--- config.mk ---
export PLATFORM = sky130hd
export DESIGN_NAME = tick_event_counter
export DESIGN_NICKNAME = d
export VERILOG_FILES = /design/src/rtl/tick_event_counter_pkg.sv /design/src/rtl/tick_event_counter_digit.sv /design/src/rtl/tick_event_counter.sv
export SDC_FILE = /design/constraint.sdc
export NUM_CORES = 1
export LEC_CHECK = 0
export CAP_MARGIN = 40
export CORE_AREA = 2 2 64 66
export CTS_CLUSTER_SIZE = 12
export DETAILED_ROUTE_END_ITERATION = 16
export DIE_AREA = 0 0 66 68
export PLACE_DENSITY = 0.81
export SYNTH_ARGS = -nofsm -noshare
export SYNTH_HDL_FRONTEND = slang
export SYNTH_HIERARCHICAL = 1
export SYNTH_SLANG_ARGS = --single-unit
export TNS_END_PERCENT = 50
--- constraint.sdc ---
create_clock -name clock -period 2.4 [get_ports clock]
set_clock_uncertainty 0.2 [all_clocks]
set_input_delay 0.24 -clock clock [delete_from_list [all_inputs] [get_ports clock]]
set_output_delay 0.24 -clock clock [all_outputs]
set_load 0.005 [all_outputs]
--- src/rtl/tick_event_counter_pkg.sv ---
// Shared constants for the tick event counter: BCD digit limits, default sizing
// and the single-digit step rule used by every counter digit.
package tick_event_counter_pkg;

    localparam logic [3:0] BCD_MAX = 4'd9;
    localparam logic [3:0] BCD_MIN = 4'd0;

    localparam int DEFAULT_NUM_DIGITS  = 4;
    localparam int DEFAULT_SYNC_STAGES = 2;

    // Out-of-range codes are folded back into 0..9 so a digit can never stick on an illegal value.
    function automatic logic [3:0] bcd_step(input logic [3:0] digit, input logic up);
        logic [3:0] next_digit;
        if (up) begin
            next_digit = (digit >= BCD_MAX) ? BCD_MIN : digit + 4'd1;
        end else begin
            next_digit = ((digit == BCD_MIN) || (digit > BCD_MAX)) ? BCD_MAX : digit - 4'd1;
        end
        return next_digit;
    endfunction

endpackage

--- src/rtl/tick_event_counter_digit.sv ---
// One BCD counter digit: steps up or down by one when told to, and flags when
// the next step in the current direction will wrap and carry/borrow.
module bcd_digit
    import tick_event_counter_pkg::*;
(
    input  logic       clock,
    input  logic       reset,
    input  logic       clear,
    input  logic       step,
    input  logic       up_down,
    output logic [3:0] digit,
    output logic       carry
);

    always_ff @(posedge clock or negedge reset) begin
        if (!reset) begin
            digit <= BCD_MIN;
        end else if (clear) begin
            digit <= BCD_MIN;
        end else if (step) begin
            digit <= bcd_step(digit, up_down);
        end
    end

    // Carry is a lookahead on the current value, so the chain ripples combinationally between digits.
    assign carry = up_down ? (digit == BCD_MAX) : (digit == BCD_MIN);

endmodule

--- src/rtl/tick_event_counter.sv ---
// Receives the tick line, synchronises it, detects rising edges and counts them
// in a cascadable multi-digit BCD up/down counter.
module tick_event_counter
    import tick_event_counter_pkg::*;
#(
    parameter int NUM_DIGITS  = DEFAULT_NUM_DIGITS,
    parameter int SYNC_STAGES = DEFAULT_SYNC_STAGES
) (
    input  logic                    clock,
    input  logic                    reset,
    input  logic                    tick_in,
    input  logic                    enable,
    input  logic                    up_down,
    input  logic                    clear,
    output logic [4*NUM_DIGITS-1:0] bcd_out,
    output logic                    edge_seen,
    output logic                    carry_out
);

    logic [SYNC_STAGES-1:0] sync_q;
    logic [SYNC_STAGES-1:0] fill_q;
    logic                   history_q;
    logic                   armed_q;
    logic                   sync_last;
    logic                   edge_det;
    logic [NUM_DIGITS:0]    chain;
    logic [NUM_DIGITS-1:0]  digit_carry;

    assign sync_last = sync_q[SYNC_STAGES-1];

    // fill_q marks when sync_last carries a real sample rather than the reset zero,
    // so a tick held high across reset release cannot arm the detector.
    always_ff @(posedge clock or negedge reset) begin
        if (!reset) begin
            sync_q    <= '0;
            fill_q    <= '0;
            history_q <= 1'b0;
            armed_q   <= 1'b0;
        end else begin
            sync_q    <= {sync_q[SYNC_STAGES-2:0], tick_in};
            fill_q    <= {fill_q[SYNC_STAGES-2:0], 1'b1};
            history_q <= sync_last;
            if (fill_q[SYNC_STAGES-1] && !sync_last) begin
                armed_q <= 1'b1;
            end
        end
    end

    assign edge_det = sync_last & ~history_q & armed_q;
    assign chain[0] = edge_det & enable;

    for (genvar i = 0; i < NUM_DIGITS; i++) begin : g_digit
        bcd_digit u_digit (
            .clock   (clock),
            .reset   (reset),
            .clear   (clear),
            .step    (chain[i]),
            .up_down (up_down),
            .digit   (bcd_out[4*i +: 4]),
            .carry   (digit_carry[i])
        );
        assign chain[i+1] = chain[i] & digit_carry[i];
    end

    // A step that reaches past the top digit is a full wrap; clear discards it.
    always_ff @(posedge clock or negedge reset) begin
        if (!reset) begin
            edge_seen <= 1'b0;
            carry_out <= 1'b0;
        end else begin
            edge_seen <= edge_det;
            carry_out <= !clear && chain[NUM_DIGITS];
        end
    end

endmodule

==> results by group <==
Outcome
  • Outcome: finished clean

Place
  • I/O Buffers: 23
  • HPWL after DPL: around 3.2 mm
  • Placed insts: 299
  • Dpl ws: between 0.07 and 0.08 ns
  • Gpl congestion: between 0.8 and 0.9

Synthesis
  • Synthesized area per cell: 9.08 sq um
  • Top cell type's share of synthesized area: 29.7%
  • Post-Synthesis Cells: 223
  • Ranking of synthesized cells by area: dfrtp_1 (30%), ha_1 (9.9%), a21oi_1 (4.9%)
  • Synthesized flop and latch total: 24
  • Synth area leader: dfrtp_1
  • Yosys synthesis warning count: 6
  • Synth Net Count: roughly 250
  • Sequential share of the synthesized area: 29.7%
  • Yosys cell types: 32
  • Post-synthesis cell area: roughly 2000 sq um

Critical path
  • Req. time, crit path: about 2.3 ns
  • Startpoint type of the worst setup path: flip-flop
  • Reg-to-reg slack, setup: about 0.16 ns
  • Crit. End Element: flip-flop
  • CP max FO: 7
  • Crit path DAT: between 2 and 2.5 ns
  • Reg2Reg Depth: 11
  • CP Class: reg -> reg
  • R2R Path Start: g_digit[1].u_digit/digit[0]$_DFFE_PN0P_
  • Worst R2R End: g_digit[2].u_digit/digit[3]$_DFFE_PN0P_

Clocking
  • Clk_lat worst skew: 0.26 ns
  • Hold bufs inserted after CTS: 0
  • Clock transition at path regs: 0.09 ns
  • TritonCTS clock tree: yes
  • CTS buffer count: 3
  • Root Buffer: clkbuf_8
  • H-tree levels: 1
  • Clock tree sinks: 24
  • Longest Clk Path Bufs: 2

Routing
  • Routed WL: around 4.5 mm
  • WL per Instance: 14.7 um
  • TritonRoute pass-1 iters: 4
  • Starting DRT DRC Count: about 130
  • DRT antenna net count: 0
  • DRC violations left: 0
  • Vias: 1824
  • Vias per inst: approximately 5.9

Timing
  • Fmax: 0.447 GHz
  • Fin Hold WS: ~0.13 ns
  • Setup ws final: about 0.16 ns
  • Hold Fails Final Rpt: 0
  • Final Cycle Share: slightly above 90%
  • Setup violators final: 0
  • Fin crit period: ~2.2 ns
  • RSZ-0062 raised after global routing: yes
  • Slew Viols, Final: 0

Die
  • Die height: a little under 70 um
  • Starting Density: between 50% and 60%
  • Die Area: about 4500 sq um
  • Die Wd: about 66 um
  • Cell row count: 23
  • Area of the core: 3860 sq um
  • Ports: 24

Finish
  • NumNets Final: about 280
  • Most frequent cells in the layout: clkdlybuf4s50_1 (23), inv_1 (21), dfrtp_1 (21)
  • Most common cell after layout, fill and taps aside: clkdlybuf4s50_1
  • Fin cells: roughly 310
  • Share of cells above drive strength 1: approximately 20%
  • Antenna cells: 0
  • Fill cells: 330
  • Area delta synth->final: 23.4%

Global routing
  • Largest net degree at the start of global routing: 28
  • Initial antenna violation count: 0
  • Vias in the first global route: 1729
  • Met3 Use GR: roughly 3.5%
  • GRT Resource Usage Total: 21.5%
  • Met2 Track Usage GR: a little under two fifths
  • Global routing's busiest layer: met2
  • First-pass GRT wire length: 7.65 mm
  • GRT met1 Usage: 28.2%
  • Gr ovfl total: 0

Power and ir drop
  • LEAKAGE: 1.10 nW
  • Total power: 0.000970 W
  • Power per cell area: just under 400 nW/um^2
  • Worst VDD drop: 0.000393 V

Worst hold path
  • Hold WC Path Type: in -> async

Flow run
  • Maxcap violations: 0
## cell usage after synthesis
library cell,instances
o21bai_4,4
a31oi_1,4
a21oi_1,20
dfrtp_1,24
a2111oi_2,4
o21ai_1,4
a311o_1,4
o31ai_1,4
and3_1,5
o311a_1,4
conb_1,1
a211oi_1,4
a41oi_1,4
and2_1,1
o21bai_1,4
nor2_1,17
nor4b_2,1
a21o_2,1
nand2b_1,16
inv_1,26
a31o_1,4
nor3b_1,9
buf_2,8
ha_1,16
buf_6,4
nand2_1,8
o41ai_1,4
o32ai_1,4
o211ai_1,8
nand4b_4,1
a311oi_1,4
nand3_1,1
## timing repair
| action | CTS | global route |
|---|---|---|
| setup endpoints to repair | 0 | 5 |
| setup buffers | 0 | 6 |
| resized for setup | 0 | 15 |
| endpoints found under the hold margin | 0 | 0 |
## metrics by stage
| stage | area (sq um) | util, % | setup TNS [ns] |
|---|---|---|---|
| 2_1_floorplan | 2020 | - | 0 |
| 3_3_place_gp | 2360 | 61.1 | 0 |
| 3_5_place_dp | 2360 | 61.1 | 0 |
| 4_1_cts | 2430 | 63.0 | 0 |
| 5_1_grt | 2500 | 64.8 | -0.0104 |
| 6_report | 2500 | 64.8 | 0 |
## state kept, by name (all words and copies together), names as in the netlist
signal / flops
g_digit.u_digit/digit: 16
fill_q: 2
sync_q: 2
armed_q: 1
carry_out: 1
edge_seen: 1
history_q: 1
## metal layers
layer  part of all wire [%]  vias to the layer above
li1                       -                      903
met3                    2.6                        6
met1                     47                      890
met5                      0                        -
met2                     49                       25
met4                    1.2                        0
## cell families (layout without fill, tap and decap cells)
kind of cell / Yosys count / in the layout / synth area share [%]
fa+ha+maj: 16 / 16 / 9.89
other cells: 1 / 1 / 0.185
compound gates: 85 / 85 / 34.3
simple gates: 59 / 59 / 16.9
flops: 24 / 24 / 29.7
buf+inv: 38 / 74 / 9.02
## cell type report
cell class              count  area, sq um  area share (%)
multi-input cells         161         1260            50.5
flip-flops and latches     24          604            24.2
repair buffers             44          400            16.0
inverters                  26         97.6            3.91
well taps                  50         62.6            2.50
clock buffers               3         41.3            1.65
clock inverters             1         30.0            1.20
## where the power goes
| group | total [W] | switching [W] | internal, W |
|---|---|---|---|
| combinational | 0.000188 | 0.000103 | 0.0000856 |
| sequential | 0.000425 | 0.00000971 | 0.000415 |
| clock | 0.000357 | 0.000134 | 0.000223 |
## worst max path at each step
stage,startpoint,to,slack [ns],cells after the start
2_1_floorplan,g_digit[0].u_digit/digit[0]$_DFFE_PN0P_,g_digit[3].u_digit/digit[3]$_DFFE_PN0P_,0.20,12
3_3_place_gp,up_down,g_digit[3].u_digit/digit[3]$_DFFE_PN0P_,0.12,10
3_5_place_dp,up_down,g_digit[3].u_digit/digit[3]$_DFFE_PN0P_,0.07,10
4_1_cts,g_digit[0].u_digit/digit[0]$_DFFE_PN0P_,g_digit[3].u_digit/digit[3]$_DFFE_PN0P_,0.12,12
5_1_grt,g_digit[1].u_digit/digit[0]$_DFFE_PN0P_,g_digit[2].u_digit/digit[3]$_DFFE_PN0P_,-0.009,11
6_report,g_digit[1].u_digit/digit[0]$_DFFE_PN0P_,g_digit[2].u_digit/digit[3]$_DFFE_PN0P_,0.16,11
## worst max-delay path, stage by stage, from the launching register on
cell and delay, ns:
dfrtp_2 0.46, inv_1 0.09, ha_2 0.19, nand2b_1 0.07
nor2_1 0.09, a31oi_1 0.05, nor2_1 0.17, and3_4 0.21
inv_1 0.10, and3_1 0.19, a41oi_1 0.17, o41ai_1 0.11
Note: power is estimated with default switching activity, not from simulation.
